## src/rtl/data_cache_pkg.sv

```systemverilog
// Shared encodings and default geometry for the direct-mapped data cache.
package data_cache_pkg;
  localparam int INDEX_WIDTH_DEF  = 5;
  localparam int OFFSET_WIDTH_DEF = 2;

  typedef enum logic [1:0] {
    IDLE = 2'd0,
    BACK = 2'd1,
    FILL = 2'd2
  } dc_state_e;
endpackage

```

## src/rtl/dcache_store.sv

```systemverilog
// Line storage: valid/dirty/tag/data arrays with one async read port and one sync write port.
module dcache_store
  import data_cache_pkg::*;
#(
  parameter int INDEX_WIDTH  = INDEX_WIDTH_DEF,
  parameter int OFFSET_WIDTH = OFFSET_WIDTH_DEF,
  parameter int TAG_WIDTH    = 32 - INDEX_WIDTH - OFFSET_WIDTH - 2
) (
  input  logic                                   clk,
  input  logic                                   rst,
  input  logic [INDEX_WIDTH-1:0]                 index,
  output logic                                   rd_valid,
  output logic                                   rd_dirty,
  output logic [TAG_WIDTH-1:0]                   rd_tag,
  output logic [(1<<OFFSET_WIDTH)-1:0][31:0]     rd_line,
  input  logic                                   word_we,
  input  logic [OFFSET_WIDTH-1:0]                word_sel,
  input  logic [31:0]                            word_data,
  input  logic                                   meta_we,
  input  logic                                   meta_dirty,
  input  logic [TAG_WIDTH-1:0]                   meta_tag
);
  localparam int LINES = 1 << INDEX_WIDTH;

  logic [LINES-1:0]                       valid_q, dirty_q;
  logic [TAG_WIDTH-1:0]                   tag_q  [LINES];
  logic [(1<<OFFSET_WIDTH)-1:0][31:0]     data_q [LINES];

  // Only the status bits are cleared; stale tags/data are harmless once invalid.
  always_ff @(posedge clk) begin
    if (rst) begin
      valid_q <= '0;
      dirty_q <= '0;
    end else if (meta_we) begin
      valid_q[index] <= 1'b1;
      dirty_q[index] <= meta_dirty;
    end
  end

  always_ff @(posedge clk) begin
    if (meta_we) tag_q[index] <= meta_tag;
    if (word_we) data_q[index][word_sel] <= word_data;
  end

  assign rd_valid = valid_q[index];
  assign rd_dirty = dirty_q[index];
  assign rd_tag   = tag_q[index];
  assign rd_line  = data_q[index];
endmodule

```

## src/rtl/data_cache.sv

```systemverilog
// Direct-mapped write-back/write-allocate data cache: hit path, miss FSM, stats counters.
module data_cache
  import data_cache_pkg::*;
#(
  parameter int INDEX_WIDTH  = INDEX_WIDTH_DEF,
  parameter int OFFSET_WIDTH = OFFSET_WIDTH_DEF,
  parameter int TAG_WIDTH    = 32 - INDEX_WIDTH - OFFSET_WIDTH - 2
) (
  input  logic        clk,
  input  logic        rst,
  input  logic        ren,
  input  logic        wen,
  input  logic [31:0] addr,
  input  logic [31:0] din,
  output logic [31:0] dout,
  output logic        stall,
  output logic        mem_cs,
  output logic        mem_we,
  output logic [31:0] mem_addr,
  output logic [31:0] mem_dout,
  input  logic [31:0] mem_din,
  input  logic        mem_ack,
  output logic [31:0] hit_cnt,
  output logic [31:0] miss_cnt
);
  dc_state_e                          state_q, state_d;
  logic [OFFSET_WIDTH-1:0]            cnt_q, cnt_d, word, word_sel;
  logic [INDEX_WIDTH-1:0]             index;
  logic [TAG_WIDTH-1:0]               req_tag, rd_tag;
  logic [(1<<OFFSET_WIDTH)-1:0][31:0] rd_line;
  logic                               rd_valid, rd_dirty, req, hit, last;
  logic                               word_we, meta_we, meta_dirty;
  logic [31:0]                        word_data;
  logic                               hit_inc, miss_inc, fill_done, refill_done_q;
  logic                               unused_ok;

  assign req_tag   = addr[31 -: TAG_WIDTH];
  assign index     = addr[OFFSET_WIDTH+2 +: INDEX_WIDTH];
  assign word      = addr[2 +: OFFSET_WIDTH];
  assign unused_ok = ^addr[1:0];
  assign req       = ren | wen;
  assign hit       = rd_valid && (rd_tag == req_tag);
  assign last      = &cnt_q;

  dcache_store #(
    .INDEX_WIDTH (INDEX_WIDTH),
    .OFFSET_WIDTH(OFFSET_WIDTH),
    .TAG_WIDTH   (TAG_WIDTH)
  ) u_store (
    .clk       (clk),
    .rst       (rst),
    .index     (index),
    .rd_valid  (rd_valid),
    .rd_dirty  (rd_dirty),
    .rd_tag    (rd_tag),
    .rd_line   (rd_line),
    .word_we   (word_we),
    .word_sel  (word_sel),
    .word_data (word_data),
    .meta_we   (meta_we),
    .meta_dirty(meta_dirty),
    .meta_tag  (req_tag)
  );

  always_comb begin
    state_d    = state_q;
    cnt_d      = cnt_q;
    stall      = 1'b0;
    dout       = '0;
    mem_cs     = 1'b0;
    mem_we     = 1'b0;
    mem_addr   = '0;
    mem_dout   = '0;
    word_we    = 1'b0;
    word_sel   = word;
    word_data  = din;
    meta_we    = 1'b0;
    meta_dirty = 1'b0;
    hit_inc    = 1'b0;
    miss_inc   = 1'b0;
    fill_done  = 1'b0;
    case (state_q)
      IDLE: if (req) begin
        if (hit) begin
          hit_inc = ~refill_done_q;
          if (wen) begin
            word_we    = 1'b1;
            meta_we    = 1'b1;
            meta_dirty = 1'b1;
          end else begin
            dout = rd_line[word];
          end
        end else begin
          stall    = 1'b1;
          miss_inc = 1'b1;
          cnt_d    = '0;
          state_d  = (rd_valid && rd_dirty) ? BACK : FILL;
        end
      end
      BACK: begin
        stall    = 1'b1;
        mem_cs   = 1'b1;
        mem_we   = 1'b1;
        mem_addr = {rd_tag, index, cnt_q, 2'b00};
        mem_dout = rd_line[cnt_q];
        // cnt wraps to zero on the last word, ready for FILL
        if (mem_ack) begin
          cnt_d = cnt_q + 1'b1;
          if (last) state_d = FILL;
        end
      end
      FILL: begin
        stall    = 1'b1;
        mem_cs   = 1'b1;
        mem_addr = {req_tag, index, cnt_q, 2'b00};
        if (mem_ack) begin
          word_we   = 1'b1;
          word_sel  = cnt_q;
          word_data = mem_din;
          cnt_d     = cnt_q + 1'b1;
          if (last) begin
            meta_we   = 1'b1;
            fill_done = 1'b1;
            state_d   = IDLE;
          end
        end
      end
      default: state_d = IDLE;
    endcase
  end

  // refill_done keeps the replayed request from being counted as a hit
  always_ff @(posedge clk) begin
    if (rst) begin
      state_q       <= IDLE;
      cnt_q         <= '0;
      hit_cnt       <= '0;
      miss_cnt      <= '0;
      refill_done_q <= 1'b0;
    end else begin
      state_q       <= state_d;
      cnt_q         <= cnt_d;
      refill_done_q <= fill_done;
      if (hit_inc)  hit_cnt  <= hit_cnt + 32'd1;
      if (miss_inc) miss_cnt <= miss_cnt + 32'd1;
    end
  end
endmodule

```

## config.mk

```make
export PLATFORM = sky130hd
export DESIGN_NAME = data_cache
export DESIGN_NICKNAME = d
export VERILOG_FILES = /design/src/rtl/data_cache_pkg.sv /design/src/rtl/dcache_store.sv /design/src/rtl/data_cache.sv
export SDC_FILE = /design/constraint.sdc
export NUM_CORES = 2
export LEC_CHECK = 0
export ABC_AREA = 1
export ABC_CLOCK_PERIOD_IN_PS = 4200
export BUFFER_PORTS_ARGS = -buffer_cell sky130_fd_sc_hd__buf_2
export CORE_MARGIN = 2
export CORE_UTILIZATION = 25
export CTS_CLUSTER_DIAMETER = 100
export DETAILED_ROUTE_END_ITERATION = 7
export GPL_ROUTABILITY_DRIVEN = 0
export PLACE_DENSITY = 0.37
export RECOVER_POWER = 100
export SYNTH_ARGS = -nofsm -noshare
export SYNTH_HDL_FRONTEND = slang
export SYNTH_MEMORY_MAX_BITS = 65536
export SYNTH_SLANG_ARGS = --single-unit
```

## constraint.sdc

```tcl
create_clock -name clk -period 4.2 [get_ports clk]
set_input_delay 0.42 -clock clk [delete_from_list [all_inputs] [get_ports clk]]
set_output_delay 0.42 -clock clk [all_outputs]
set_load 0.01 [all_outputs]
```

# --- After elaboration in Yosys (flattened, before gate mapping) ---
# Memory sizes are Yosys's and may differ from the RTL's.
# Index checks and enable logic that the tools add are counted.
# Widths: inputs -> output; s select.
word_totals:
  regBits: 133
  ramBits: 4832
  in_bits: 101
  out_inout_bits: 163
  elab_cells: 100
  n_memories: 2
classes:
  add_sub_neg: 3
  order_cmp: 6
  eq_ne: 10
  n_mux: 57
  bitwise: 4
  reduce_logical: 11
memory_table:
  columns: ["name", "words", "word_bits", "rd", "rd_clocked_by_memory_dff", "wr", "line", "source"]
  rows:
  - ["u_store.data_q", 32, 128, 1, 0, 1, "dcache_store.sv:27", "logic [(1<<OFFSET_WIDTH)-1:0][31:0] data_q [LINES];"]
  - ["u_store.tag_q", 32, 23, 1, 0, 1, "dcache_store.sv:26", "logic [TAG_WIDTH-1:0] tag_q [LINES];"]
ops:
  columns: ["operator", "n"]
  rows:
  - ["$mux 32", 10]
  - ["$bmux 32 s2", 2]
  - ["$mux 128", 1]
  - ["$add 32x1->32 const B", 2]
  - ["$demux 32 s2", 1]
  - ["$pmux 32 s2", 1]
  - ["$bwmux 32", 1]
  - ["$or 32x32->32", 1]
  - ["$mux 2", 12]
  - ["$eq 23x23->1", 1]
  - ["$mux 1", 21]
  - ["$ne 2x2->1 const B", 6]
  - ["$bmux 1 s5", 2]
  - ["$lt 2x3->1 const B", 3]
  - ["$lt 5x6->1 const B", 1]
  - ["$pmux 1 s2", 3]
  - ["$pmux 2 s3", 1]
  - ["$reduce_and 6->1", 1]
  - ["$demux 1 s5", 1]
  - ["$ge 5x1->1 const B", 1]
  - ["$logic_and 1x1->1", 4]
  - ["$pmux 2 s2", 1]
  - ["$reduce_and 4->1", 1]
  - ["$reduce_or 2->1", 2]
  - ["other kinds (10)", 11]

# --- Logic depth before layout (Yosys ltp) ---
depth:
  depth_word: 8
  ltp_mapped: 26

# --- By module ---
# From an unflattened synthesis, not the netlist that was laid out.
unflattened:
  cells_unflattened: 21068
  area_unflattened_um2: 210369.3
modules_own_cells:
  columns: ["mod", "instances", "cells_each", "area_each_um2", "seq_area_each_um2"]
  rows:
  - ["dcache_store", 1, 19595, 202513.0, 146380.4]
  - ["data_cache", 1, 1473, 7856.3, 1381.3]

# --- Worst setup path before layout ---
# No wires, ideal clock.
synth_timing:
  kind: "input to register"
  startpoint: "in addr[4]"
  endpoint: "mem u_store.data_q[0][32] (netlist name), enable pin"
  setup_ns: 0.421
  arrival_time_ns: 3.830
  path_slack_ns: -0.051
  path_stages: 22
  cell_sequence: "buf_4 > buf_6 > buf_6 > buf_2 > nand2_1 > nand2_1 > nand2_1 > nand2_1 > nand2_1 > nand2_1 > nor2_1 > nand2_1 > nand2_1 > nand2_1 > nor2_1 > nand2_1 > nor2_2 > nand4_2 > nand2_2 > nand3_1 > buf_2 > nor2_1"
synth_between:
  elab_chain_len: 8
  word_cells_on_any_way: 10
  classes_between: "1 x eq/ne; 7 x mux; 1 x reduce/logical; 1 x memory"
synth_rtl:
  columns: ["element", "line", "source"]
  rows:
  - ["from (decl)", "data_cache.sv:13", "input logic [31:0] addr,"]
  - ["$mem_v2 32x23 / $bmux 1 s5 (equally long branches)", null, null]
  - ["$eq 23x23->1 / $mux 1 (equally long branches)", "data_cache.sv:42, dcache_store.sv:45", null]
  - ["$logic_and 1x1->1", "data_cache.sv:42", "assign hit = rd_valid && (rd_tag == req_tag);"]
  - ["$mux 1", "data_cache.sv:84", "if (hit) begin"]
  - ["$mux 1", "data_cache.sv:83", "IDLE: if (req) begin"]
  - ["$pmux 1 s2", "data_cache.sv:82", "case (state_q)"]
  - ["$mux 1", "dcache_store.sv:42", "if (word_we) data_q[index][word_sel] <= word_data;"]
  - ["$mux 128 (not written as such)", "dcache_store.sv:42", null]
  - ["to (decl)", "dcache_store.sv:27", null]
# Parallel ways exist; a longest one is shown, timed or not. The select of a mux whose other input is x is not followed.

# --- Worst setup path in the final report ---
layout_timing:
  startpoint: "mem u_store.tag_q[16][15] (netlist name)"
  endpoint: "out dout[26]"
layout_between:
  elab_chain_len: 6
layout_rtl:
  columns: ["element", "line", "source"]
  rows:
  - ["from (decl)", "dcache_store.sv:26", null]
  - ["$mem_v2 32x23", null, null]
  - ["$eq 23x23->1", "data_cache.sv:42", null]
  - ["$logic_and 1x1->1", "data_cache.sv:42", null]
  - ["$mux 32", "data_cache.sv:84", null]
  - ["$mux 32", "data_cache.sv:83", null]
  - ["$mux 32", "data_cache.sv:82", null]
  - ["to (decl)", "data_cache.sv:15", "output logic [31:0] dout,"]
# No other way between the ends.

==> metrics.yaml <==
min-delay-start: "din[10]"
ant_nets: 0
max_freq_mhz: 216.8
viasPerCell: 4.843
r2r_start: "state_q[0]"
synth_seq_cells: 4965
overflow: 0
reg2reg_depth: 10
powerDensity_nw_per_um2: 464.0
crit_fanout: 6
worstMarginPinSlew_ns: 1.783
rsz0062_at_grt: "yes"
setup_slack_ns: -0.4136
place_inst: 24269
slew_headroom_pct: -18.83
htree_levels: 6
synthTopCellsByCount: "edfxtp_1, nand2_1, a22oi_1, a21oi_1, nor2_1"
grt_max_degree: 129
finalSetupViolCount: 32
synth_top_area_cell: "edfxtp_1"
maxSlewViolCount: 237
drc_errors: 0
clk_latency_ns: 1.13
grt_pass1_wl_mm: 1054
via_count: 123263
finalHoldViolations: 0
post_route_cells_drive_above_1_share_pct: 21.58
layout_min_cycle_time_ns: 4.614
tritoncts: "done"
cts.sinks: 4965
start_kind: "flip-flop"
vdd_drop_max_v: 0.0005017
ys_types: 47
synth_edf_count: 4832
cts_made_buffers: 577
clkTransAtPathRegs_ns: 0.06
io_pins: 264
power_leakage_nw: 81.68
fin_setup_tns_ns: -9.430
fin_util_pct: 31.97
finalClockSkew_ns: 0.09548
avgSynthCellArea_um2: 14.62
dp_slack_ns: -1.131
coreArea_um2: 759500
critPathLaunch: "u_store.tag_q[16][15]"
dieArea_um2: 769400
synth_cells: 13038
endpoint: "dout[26]"
reg2reg_slack_ns: 0.16
drv_cap: 8
nets: 14920
die_w_um: 877.2
fp.dieH_um: 877.2
synthArstFlopShare_pct: 0
ys.flop_type: "edfxtp_1"
std_cell_rows: 320
hold_path_class: "input port to flip-flop"
failed_checks: "max-capacitance violations, max-slew violations, negative setup slack"
syn_area_um2: 190600
grt_usage_pct: 19.38
grt_pass1_vias: 121747
timing.hold.ws_ns: 0.07525
antenna_found_initial: 60
rr_endpoint: "u_store.data_q[2][92]"
dr.pass1.iters: 6
clockRootBuffer: "clkbuf_16"
syn_to_final_growth_pct: 27.38
synth_area_leaders: "edfxtp_1, a22oi_1, nand2_1, a21oi_1, dfxtp_1"
worstPathArrival_ns: 4.19
yosysWarnings: 0
synth_top_area_share_pct: 76.12
status: "finished with violations"
first_iter_violations: 12209
layout.cells.non_filler: 25451
final.period_utilization_pct: 109.8
endpoint_kind: "output port"
start_util_pct: 25.10
yosysMostFrequentCell: "edfxtp_1"
cts.path.max_buffers: 4
worstPathRequired_ns: 3.78
yosysSeqAreaShare_pct: 77.52
portBuffers: 259
wl_per_cell_um: 30.46
dp_hpwl_mm: 503.8
wl_mm: 775.4
criticalPathCategory: "flip-flop to output port"
==> metrics by stage <==
stage,instance area (um^2),power (W)
floorplan,190600,0.05949
global placement,221700,0.06510
detailed placement,221700,0.06509
CTS,242000,0.1138
global route,242800,0.1161
finish,242800,0.1127
==> placed cells by master, fill, tap and decap left out, drive strengths merged, types with 3 or more instances in the layout <==
master,count
a21o,76
a21oi,1163
bufinv,26
or2,116
edfxtp,4832
inv,270
nor4,99
diode,44
clkbuf,759
dlygate4sd3,50
bufbuf,3
and3,5
o21ai,104
and2,52
nand2,2340
nand4,56
xor2,34
dfxtp,133
a211oi,15
clkinvlp,7
clkinv,248
nor3,127
o21bai,5
nor2,452
xnor2,11
nor4b,45
or4,8
o211ai,65
a22oi,2064
ha,7
mux2,32
buf,1919
nand3,129
or3,6
==> sequential cells by signal (all words and copies together) (netlist names) <==
register,count
miss_cnt,32
u_store.data_q,4096
state_q,2
cnt_q,2
refill_done_q,1
u_store.dirty_q,32
u_store.valid_q,32
hit_cnt,32
u_store.tag_q,736
==> worst max-delay path: stages (launching register included) <==
cell      delay (ns)
edfxtp_1        0.43
nand2_2         0.14
nand4_1         0.19
nand2_1         0.13
nand2_2         0.07
nor2_4          0.22
nand2_2         0.10
nand2_2         0.09
nand2_2         0.05
nor2_2          0.10
nand2_2         0.07
nor2_4          0.13
nand3_4         0.18
nor2_4          0.15
nand2_4         0.10
buf_12          0.17
buf_16          0.20
nor3_4          0.27
buf_6           0.15
buf_6           0.09
==> layout make-up <==
cell class                 instances  area (um^2)
inverter                         241         1033
tap                            10143        12690
timing repair inverter             1        6.256
sequential                      4965       147800
multi-input combinational       7017        41450
timing repair buffer            2009        22050
fill                           75001       516700
antenna                           44        110.1
clock buffer                     722        15120
clock inverter                   309         2584
==> worst min path at each step <==
stage,end,cells past startpoint
floorplan,u_store.valid_q[15],2
global placement,u_store.valid_q[27],2
detailed placement,u_store.valid_q[27],2
CTS,u_store.data_q[25][16],3
global route,u_store.data_q[20][34],3
finish,u_store.data_q[2][42],3
==> routing by layer <==
metal / up-vias / track usage [%] / wire length [um]
li1: 53767 / - / -
met2: 3620 / 31.04 / 355400
met1: 65060 / 28.10 / 361800
met3: 814 / 2.267 / 37670
met5: - / 0 / 13
met4: 2 / 4.577 / 20430
==> kinds of logic (layout without fill, tap and decap cells) <==
kind of cell	count (synthesis)	count (layout)	share of synthesized area (%)
adders and majority gates	7	7	0.04595
muxes	32	32	0.1891
and+or+nand+nor	3437	3437	7.565
DFF	4965	4965	77.52
other	1	46	0.001967
buffers and inverters	1057	3282	2.372
AOI/OAI and AO/OA	3494	3494	12.10
xor gates and xnor gates	45	45	0.2068
==> timing repair <==
item	4_1_cts	5_1_grt
buffers inserted	45	9
endpoints found under the setup margin	3819	3940
endpoints found under the hold margin	935	0
gates cloned	6	3
pin swaps	50	47
hold buffers	50	0
resized for setup	305	166
==> power breakdown <==
group          switching (W)  leakage [nW]  internal, W
Clock                 0.0211          8.62       0.0272
Sequential         0.0000557          44.5       0.0550
Combinational        0.00652          28.6      0.00275
Total                 0.0277          81.7       0.0850
Note: power is estimated with default switching activity, not from simulation.
